`config.mk`:
```
export PLATFORM = sky130hd
export DESIGN_NAME = mac_seq_ctrl
export DESIGN_NICKNAME = d
export VERILOG_FILES = /design/src/rtl/mac_seq_ctrl.sv
export SDC_FILE = /design/constraint.sdc
export NUM_CORES = 1
export LEC_CHECK = 0
export ABC_CLOCK_PERIOD_IN_PS = 3300
export BUFFER_PORTS_ARGS = -buffer_cell sky130_fd_sc_hd__buf_2
export CORE_MARGIN = 2
export CORE_UTILIZATION = 48
export CTS_CLUSTER_DIAMETER = 100
export DETAILED_ROUTE_END_ITERATION = 16
export GPL_ROUTABILITY_DRIVEN = 1
export PLACE_DENSITY = 0.89
export SLEW_MARGIN = 15
export SYNTH_ARGS = -nofsm -noshare
export SYNTH_HDL_FRONTEND = slang
export SYNTH_SLANG_ARGS = --single-unit
```
`constraint.sdc`:
```
create_clock -name clk -period 3.3 [get_ports clk]
set_clock_uncertainty 0.2 [all_clocks]
set_input_delay 0 -clock clk [delete_from_list [all_inputs] [get_ports clk]]
set_output_delay 0 -clock clk [all_outputs]
set_load 0.01 [all_outputs]
```
`src/rtl/mac_seq_ctrl.sv`:
```
// Sequencing controller for one MAC lane: operand handshake, accumulator control,
// normalize launch and a one-deep result buffer. Optional q_frac config: MAC_QFRAC_CFG_EN.
module mac_seq_ctrl #(
    parameter int unsigned VEC_LEN       = 9,
    parameter int unsigned CNT_W         = 4,
    parameter logic [4:0]  QFRAC_DEFAULT = 5'd0
) (
    input  logic             clk,
    input  logic             rst_n,
    input  logic             in_valid,
    output logic             in_ready,
    output logic             acc_en,
    output logic             acc_clr,
    output logic             norm_start,
    input  logic             norm_done,
    output logic             norm_ack,
    input  logic [15:0]      mac_result,
    output logic             out_valid,
    input  logic             out_ready,
    output logic [15:0]      out_data,
    output logic [4:0]       q_frac,
    output logic [CNT_W-1:0] elem_cnt,
    output logic             busy,
`ifdef MAC_QFRAC_CFG_EN
    input  logic             cfg_we,
    input  logic [4:0]       cfg_qfrac,
`endif
    output logic [1:0]       dbg_state
);

    typedef enum logic [1:0] {
        S_IDLE  = 2'd0,
        S_ACCUM = 2'd1,
        S_NORM  = 2'd2,
        S_CAPT  = 2'd3
    } state_t;

    localparam logic [CNT_W-1:0] LAST_IDX = CNT_W'(VEC_LEN - 1);

    state_t            state_q, state_d;
    logic [CNT_W-1:0]  cnt_q, cnt_d;
    logic              out_valid_q, out_valid_d;
    logic [15:0]       out_data_q, out_data_d;
    logic              norm_ack_q, norm_ack_d;
    logic              norm_start_q, norm_start_d;
    logic              busy_q, busy_d;

    always_comb begin
        state_d     = state_q;
        cnt_d       = cnt_q;
        out_valid_d = out_valid_q;
        out_data_d  = out_data_q;
        norm_ack_d  = 1'b0;
        in_ready    = 1'b0;
        // A drain this cycle frees the buffer; a capture below may refill it.
        if (out_valid_q && out_ready) begin
            out_valid_d = 1'b0;
        end
        case (state_q)
            S_IDLE: begin
                in_ready = 1'b1;
                if (in_valid) begin
                    if (VEC_LEN == 1) begin
                        state_d = S_NORM;
                    end else begin
                        cnt_d   = CNT_W'(1);
                        state_d = S_ACCUM;
                    end
                end
            end
            S_ACCUM: begin
                in_ready = 1'b1;
                if (in_valid) begin
                    if (cnt_q == LAST_IDX) begin
                        cnt_d   = '0;
                        state_d = S_NORM;
                    end else begin
                        cnt_d = cnt_q + CNT_W'(1);
                    end
                end
            end
            S_NORM: begin
                if (norm_done) begin
                    state_d = S_CAPT;
                end
            end
            S_CAPT: begin
                if (!out_valid_q || out_ready) begin
                    out_data_d  = mac_result;
                    out_valid_d = 1'b1;
                    norm_ack_d  = 1'b1;
                    state_d     = S_IDLE;
                end
            end
            default: state_d = S_IDLE;
        endcase
        norm_start_d = (state_d == S_NORM) && (state_q != S_NORM);
        busy_d       = (state_d != S_IDLE) || out_valid_d;
    end

    always_ff @(posedge clk or negedge rst_n) begin
        if (!rst_n) begin
            state_q      <= S_IDLE;
            cnt_q        <= '0;
            out_valid_q  <= 1'b0;
            out_data_q   <= 16'h0000;
            norm_ack_q   <= 1'b0;
            norm_start_q <= 1'b0;
            busy_q       <= 1'b0;
        end else begin
            state_q      <= state_d;
            cnt_q        <= cnt_d;
            out_valid_q  <= out_valid_d;
            out_data_q   <= out_data_d;
            norm_ack_q   <= norm_ack_d;
            norm_start_q <= norm_start_d;
            busy_q       <= busy_d;
        end
    end

`ifdef MAC_QFRAC_CFG_EN
    logic [4:0] q_frac_q;

    // Shift only changes between vectors, never under an accumulation in flight.
    always_ff @(posedge clk or negedge rst_n) begin
        if (!rst_n) begin
            q_frac_q <= QFRAC_DEFAULT;
        end else if (cfg_we && (state_q == S_IDLE) && (cnt_q == '0)) begin
            q_frac_q <= cfg_qfrac;
        end
    end

    assign q_frac = q_frac_q;
`else
    assign q_frac = QFRAC_DEFAULT;
`endif

    assign acc_en     = in_valid & in_ready;
    assign acc_clr    = acc_en & (state_q == S_IDLE);
    assign norm_start = norm_start_q;
    assign norm_ack   = norm_ack_q;
    assign out_valid  = out_valid_q;
    assign out_data   = out_data_q;
    assign elem_cnt   = cnt_q;
    assign busy       = busy_q;
    assign dbg_state  = state_q;

endmodule

```
==> impl_metrics.ini, run 1 <==
[status]
status = complete, no violations

[critical_path]
worstReg2RegEnd = busy
crit_chain = or4_2 > dlygate4sd3_1
cp-start-kind = flop
crit_family = simple AND/OR/NAND/NOR gates
crit_path_end_kind = flop
crit_path_start = dbg_state[0]
worstReg2RegStart = dbg_state[0]
arrival_ns = 2.15
cp_num_cells = 2
required_ns = 3.31
slowest_delay_ns = 0.68
cp_max_fo = 13
r2r_cells = 2
worstSetupPathType = reg2reg
r2r_slack_ns = 1.16
cpMaxStageDelayCell = or4_2
cp-endpoint = busy
path_buf_inv = 1

[sta]
period_share = 0.6480
min_period_ns = 2.138
hold_violations = 0
setup_slack_ns = 1.162
maxSlewHeadroom = 0.6247
tightest_slew_ns = 0.5629
rsz0062_at_grt = false
setup_violations = 0
slew_violations = 0
tns_ns = 0
clock.fmax_ghz = 0.4676

[power]
power_density_nw_per_um2 = 908.5
ir_drop_mv = 0.5359
p_leak_nw = 0.8396

[yosys]
synth_top_area_frac = 0.5579
ys.flop_type = dfrtp_1
yosysWarnings = 0
synthTopCellsByCount = dfrtp_1, mux2_2, mux2_4
ys_seq_area_frac = 0.5579
yosysMostFrequentCell = dfrtp_1
yosysTopAreaCell = dfrtp_1
syn_area_sq_um = 1166
synth_enable_flop_cells = 0
synth_area_leaders = dfrtp_1, mux2_4, mux2_2
ys_types = 27
post_synth.cell_area_avg_sq_um = 13.56
ys_ff_latch = 26
syn_inst = 86
ys_async_sr_fraction = 1.000

[clocking]
cts_sinks = 26
cts_tree = done
cts_max_level = 1
numCtsBuffers = 3
cts_hold_buf = 22
post_cts_buffers = 0
clk_latency_ns = 0.31
path_clk_slew_ns = 0.14
cts_resized = 0
clock_tree.root_cell = clkbuf_4
cts_buffer_depth = 2

[grt]
grt_max_degree = 27
antenna_found_initial = 0
grt_pass1_vias = 965
grt_overflow_total = 0
grt_first_pass_wirelength_um = 4560
grt.total_usage = 0.2291

[cells_and_area]
area_delta_synth_final_pct = 43.35
layout-drive-gt1-share = 0.4620
final_util = 0.7414
diodes = 0
instances_no_fill = 186
nNetsFinal = 182

[die]
ios = 55
die_w_um = 53.29
core_sq_um = 2255
dieArea_sq_um = 2840
initial_core_util = 0.5172
fp.dieH_um = 53.29
core.rowCount = 17

[placed_design]
pre_cts_slack_ns = 1.529
port_buffers = 49
dpl.hpwl_um = 1726
dp.cells = 160
gp_congestion = 0.7681

[detailed_routing]
first_pass_iters = 4
wl_um = 3010
vias = 952
antenna_left = 0
drt_iter0_markers = 18
routedWlPerCell_um = 16.18
via_per_inst = 5.118
drc = 0

[min_path]
min_path_type = in2async

[job]
timing.max_cap.violations = 0
state kept, by name, indices dropped and copies added, names as in the netlist:
name	count
norm_ack	1
norm_start	1
busy	1
out_data	16
out_valid	1
dbg_state	2
elem_cnt	4
power breakdown:
part | switching (mW) | leakage, nW | internal, mW
clock network | 0.0927 | 0.0279 | 0.123
registers | 0.134 | 0.309 | 0.469
logic | 0.331 | 0.503 | 0.370
cells in the final DEF, fill, tap and decap left out, drive strengths merged, types with 2 or more instances in the layout:
master       synthesis  final
ha                   2      2
a21oi                3      3
nand2                4      4
clkbuf               0      3
buf                  7     49
mux2                16     16
inv                  4      4
dlygate4sd3          0     22
dfrtp               26     26
nand3                2      2
nand4                2      2
nor2                 6      6
nor2b                3      3
o21ai                2      2
conb                 1      5
layout make-up:
type,instances,area [sq um]
inverter,4,15.01
multi-input combinational,53,452.9
tap,28,35.03
timing repair buffer,71,465.4
sequential,26,650.6
fill,138,583.1
clock inverter,1,30.03
clock buffer,3,22.52
logic make-up (layout without fill, tap and decap cells):
logic type,after synthesis,after routing,share of synthesized area
and+or+nand+nor,21,21,0.1170
adders and majority gates,2,2,0.02146
other,1,5,0.003216
muxes,17,17,0.1888
buffers and inverters,11,79,0.06652
DFF,26,26,0.5579
AOI/OAI and AO/OA,8,8,0.04506
metal layers:
layer  track usage  routed length (um)  up-vias
li1              -                   -      428
met4       0.05983                  40        0
met5             0                   0        -
met1        0.2742                1225      478
met3       0.04237                 179        4
met2        0.4156                1564       42
worst min-delay path by stage:
stage | start | end | slack (ns) | cells past startpoint
4_1_cts | rst_n | out_data[11] | 0.02 | 2
6_report | rst_n | out_data[5] | 0.007 | 2
2_1_floorplan | rst_n | busy | -0.50 | 0
3_3_place_gp | rst_n | out_data[11] | -0.20 | 1
3_5_place_dp | rst_n | out_data[11] | -0.18 | 1
5_1_grt | rst_n | out_data[12] | 0.04 | 2
through the flow:
step	power, mW	hold WS (ns)	cell area, sq um
6_report	1.519	0.006795	1672
5_1_grt	1.609	0.04454	1672
4_1_cts	1.493	0.01552	1672
3_5_place_dp	1.248	-0.1773	1399
3_3_place_gp	1.212	-0.1954	1399
2_1_floorplan	1.025	-0.4956	1181
No activity file was read; power rests on OpenSTA's default activity.
==> run 2, diff against run 1 <==
- ABC_AREA: default -> 1
- ABC_CLOCK_PERIOD_IN_PS: 3300 -> 1800
- CORE_UTILIZATION: 48 -> 40
- PLACE_DENSITY: 0.89 -> 0.81
- clock period: 3.3 -> 1.8 ns (I/O delays scaled with it)
==> run 2 against run 1 <==
  * Global-route usage shrank 6.2 points
  * Register-to-register slack lost 1.0 ns
  * Setup slack got worse by 1.0 ns
  * Power grew 50%
  * Wire length fell by 15%
  * Synthesized cell count increased by 51%
  * Critical path type unchanged
==> impl_metrics.ini, run 2 <==
[status]
status = complete, no violations

[clocking]
cts_hold_buf = 21
clk_latency_ns = 0.30
numCtsBuffers = 3
cts_resized = 0
post_cts_buffers = 0
cts_buffer_depth = 2
path_clk_slew_ns = 0.13
cts_sinks = 26
cts_max_level = 1
clock_tree.root_cell = clkbuf_4
cts_tree = done

[sta]
rsz0062_at_grt = false
min_period_ns = 1.670
tightest_slew_ns = 0.5710
hold_violations = 0
fin_hold_ws_ns = 0.01774
period_share = 0.9277
clock.fmax_ghz = 0.5988
setup_slack_ns = 0.1301
setup_violations = 0
slew_violations = 0
maxSlewHeadroom = 0.6193
tns_ns = 0

[cells_and_area]
instances_no_fill = 232
area_delta_synth_final_pct = 42.75
diodes = 0
final_util = 0.5951
largest_reg_flops = 16
fin_area_sq_um = 1613
layout_common_cells = nand2_1, buf_2, dfrtp_1
layout-drive-gt1-share = 0.2786
final_common_cell = nand2_1
nNetsFinal = 226

[yosys]
yosysWarnings = 0
synth_enable_flop_cells = 0
synthTopCellsByCount = nand2_1, dfrtp_1, inv_1
syn_inst = 130
post_synth.cell_area_avg_sq_um = 8.691
yosysTopAreaCell = dfrtp_1
ys_seq_area_frac = 0.5759
ys_async_sr_fraction = 1.000
syn_area_sq_um = 1130
yosysMostFrequentCell = nand2_1
synth_top_area_frac = 0.5759
ys_ff_latch = 26
synth_area_leaders = dfrtp_1, nand2_1, buf_4
ys.flop_type = dfrtp_1
ys_types = 19

[placed_design]
dpl.hpwl_um = 1656
gp_congestion = 0.7507
dp.cells = 208
place_area_sq_um = 1380
pre_cts_slack_ns = 0.3345
port_buffers = 49

[detailed_routing]
via_per_inst = 4.487
vias = 1041
wl_um = 2565
first_pass_iters = 4
drc = 0
routedWlPerCell_um = 11.06
drt_iter0_markers = 60
antenna_left = 0

[critical_path]
cp-endpoint = busy
path_buf_inv = 1
cp-start-kind = flop
cp_max_fo = 7
worstReg2RegEnd = busy
required_ns = 1.81
r2r_slack_ns = 0.13
worstReg2RegStart = dbg_state[0]
r2r_cells = 3
arrival_ns = 1.68
cp_num_cells = 3
crit_family = buffers and inverters
worstSetupPathType = reg2reg
crit_chain = nor3_1 > nand2_1 > dlygate4sd3_1
crit_path_start = dbg_state[0]
cpMaxStageDelayCell = dlygate4sd3_1
crit_path_end_kind = flop
slowest_delay_ns = 0.55

[power]
power_density_nw_per_um2 = 1413
clock_power_share = 0.101
p_leak_nw = 0.9240
p_sw_frac = 0.4107
finalPower_mw = 2.278
p_comb_frac = 0.453
switchingPower_mw = 0.9357
seq_power_share = 0.446
p_int_mw = 1.343
ir_drop_mv = 0.9856

[grt]
grt_max_degree = 27
grt_overflow_total = 0
grt_first_pass_wirelength_um = 4284
grt.total_usage = 0.1668
antenna_found_initial = 0
grt_pass1_vias = 966

[die]
initial_core_util = 0.4169
dieArea_sq_um = 3266
core.rowCount = 19
fp.dieH_um = 57.15
die_w_um = 57.15
core_sq_um = 2710
ios = 55

[job]
timing.max_cap.violations = 0

[min_path]
min_path_type = in2async
==> run 2: cell count changes after synthesis, sizes merged, moves of 2 or more <==
cell   delta
inv       +8
o22ai     +2
mux2     -16
nor2b     -3
nand2    +59
==> run 2: how the worst min path moves through the flow <==
| stage | from | to | slack (ns) | depth (start not counted) |
|---|---|---|---|---|
| floorplan | rst_n | busy | -0.50 | 0 |
| global placement | rst_n | out_data[5] | -0.18 | 1 |
| detailed placement | rst_n | out_data[5] | -0.18 | 1 |
| CTS | rst_n | out_data[5] | 0.01 | 2 |
| global route | rst_n | out_data[3] | 0.04 | 2 |
| finish | rst_n | out_data[0] | 0.02 | 2 |
==> run 2: power by group through the flow <==
stage / Sequential, mW / Clock, mW / Combinational [mW]
finish: 1.02 / 0.229 / 1.03
global route: 1.05 / 0.265 / 1.16
CTS: 1.02 / 0.241 / 1.04
detailed placement: 1.03 / 0 / 0.995
global placement: 1.02 / 0 / 0.967
floorplan: 1.14 / 0 / 0.487
==> run 2: layout make-up <==
type                       count  area, sq um
tap                           31        38.79
timing repair buffer          71        462.9
inverter                      12        45.04
sequential                    26        650.6
clock buffer                   3        22.52
multi-input combinational     89        392.9
fill                         230         1097
==> run 2: worst reg2reg max path, delay by kind of cell, from the launching register on <==
| kind | cells | cell delay [ns] |
|---|---|---|
| DFF | 1 | 0.48 |
| and+or+nand+nor | 2 | 0.34 |
| buffers and inverters | 1 | 0.55 |
==> run 2: cells by family after synthesis <==
logic type,Yosys count,synth area share
AOI/OAI and AO/OA,7,0.04540
buffers and inverters,19,0.08969
other,1,0.003319
xor gates and xnor gates,1,0.007753
and+or+nand+nor,74,0.2558
DFF,26,0.5759
adders and majority gates,2,0.02214
==> run 2: metal layers <==
metal  global-route usage  up-vias  share of wire
li1                     -      529              -
met5                    0        -              0
met4              0.03987        0              0
met2               0.2874       36           0.50
met1               0.2139      476           0.43
met3              0.03855        0          0.068
==> run 3, diff against run 2 <==
- ABC_CLOCK_PERIOD_IN_PS: 1800 -> 1400
- clock period: 1.8 -> 1.4 ns (I/O delays scaled with it)
==> run 3 against run 2 <==
  * Global-route usage increased by 1.3 points
  * Largest cell class unchanged
  * Largest power group unchanged
  * Critical path depth up 3
  * Die area unchanged
  * Flip-flop and latch count unchanged
  * Combinational power up 49%
  * Sequential share of layout area is 1.8 points lower
==> impl_metrics.ini, run 3 (same netlist as run 2, synthesis figures left out) <==
[die]
fp.dieH_um = 57.15
dieArea_sq_um = 3266
core.rowCount = 19
ios = 55
core_sq_um = 2710
die_w_um = 57.15
initial_core_util = 0.4169

[grt]
grt_max_degree = 27
grt.total_usage = 0.1793
grt_pass1_vias = 1064
grt_overflow_total = 0
antenna_found_initial = 0
grt_first_pass_wirelength_um = 4616

[power]
power_density_nw_per_um2 = 1856
ir_drop_mv = 1.030
finalPower_mw = 3.142
p_leak_nw = 0.9639

[critical_path]
arrival_ns = 1.39
crit_path_end_kind = flop
cp-start-kind = flop
cp_max_fo = 14
required_ns = 1.45
worstSetupPathType = reg2reg

[placed_design]
pre_cts_slack_ns = 0.06646
dp.cells = 212
dpl.hpwl_um = 1664
port_buffers = 49
gp_congestion = 0.7489

[clocking]
cts_max_level = 1
cts_buffer_depth = 2
clock_tree.root_cell = clkbuf_4
path_clk_slew_ns = 0.14
cts_tree = done
numCtsBuffers = 3
cts_sinks = 26
clk_latency_ns = 0.31

[sta]
rsz0062_at_grt = true
tns_ns = 0
period_share = 0.9587
clock.fmax_ghz = 0.7451
min_period_ns = 1.342
maxSlewHeadroom = 0.6219
slew_violations = 0
setup_violations = 0
hold_violations = 0
setup_slack_ns = 0.05786
tightest_slew_ns = 0.5672

[cells_and_area]
instances_no_fill = 239
layout-drive-gt1-share = 0.3365
layout_common_cells = nand2_1, buf_2, dfrtp_1
final_common_cell = nand2_1
largest_reg_flops = 16
area_delta_synth_final_pct = 49.83
diodes = 0
nNetsFinal = 232
final_util = 0.6247
fill_cells = 241

[detailed_routing]
routedWlPerCell_um = 11.43
drc = 0
drt_iter0_markers = 81
vias = 1098
via_per_inst = 4.594
wl_um = 2732
antenna_left = 0
first_pass_iters = 4

[job]
timing.max_cap.violations = 0

[min_path]
min_path_type = in2async

[status]
status = complete, no violations
[run 3: changes by cell type in the layout (fill, tap and decap cells not counted), sizes merged]
| cell | change |
|---|---|
| buf | +7 |
| clkbuf | +1 |
| dlygate4sd3 | -1 |
[run 3: layer usage]
layer  track usage  share of wire
met1        0.2260           0.42
met2        0.3186           0.51
met3       0.03628          0.071
met4       0.03987              0
met5             0              0
[run 3: report_power, final]
part / internal, mW / switching [mW]
clock network: 0.111 / 0.205
logic: 0.678 / 0.857
registers: 1.08 / 0.212
total: 1.87 / 1.27
[run 3: final timing paths]
path / start / endpoint / slack [ns] / cells after the start
min in group clk: mac_result[4] / out_data[4] / 0.22 / 4
worst min register to register: out_data[14] / out_data[14] / 0.28 / 2
worst max register to register: dbg_state[1] / out_data[13] / 0.06 / 6
worst max-delay path: dbg_state[1] / out_data[13] / 0.06 / 6
max in group asynchronous: rst_n / dbg_state[1] / 0.59 / 2
worst min-delay path: rst_n / out_data[4] / 0.01 / 2
[run 3: repair_timing]
item                       4_1_cts  5_1_grt
setup endpoints to repair        1       19
resized for setup                0       12
hold buffers                    20        0
buffers inserted                 2        1
pin swaps                        0        1
hold endpoints to repair        52        0
[run 3: final cells by class]
type | instances | area, sq um | share of cell area
well taps | 31 | 38.79 | 0.02291
clock buffers | 4 | 26.28 | 0.01552
flip-flops and latches | 26 | 653.1 | 0.3858
multi-input cells | 89 | 410.4 | 0.2424
repair buffers | 77 | 516.7 | 0.3052
inverters | 12 | 47.55 | 0.02809
[run 3: stage by stage]
| step | hold WS (ns) | cell area [sq um] |
|---|---|---|
| floorplan | -0.4956 | 1147 |
| global placement | -0.1746 | 1413 |
| detailed placement | -0.1694 | 1413 |
| CTS | 0.01396 | 1654 |
| global route | 0.02387 | 1693 |
| finish | 0.01311 | 1693 |
[run 3: worst max-delay path, stage by stage (launching register included)]
cell,delay (ns)
dfrtp_2,0.43
buf_6,0.11
nand2_4,0.05
a21oi_4,0.19
buf_8,0.18
nand2_1,0.06
nand2_1,0.07
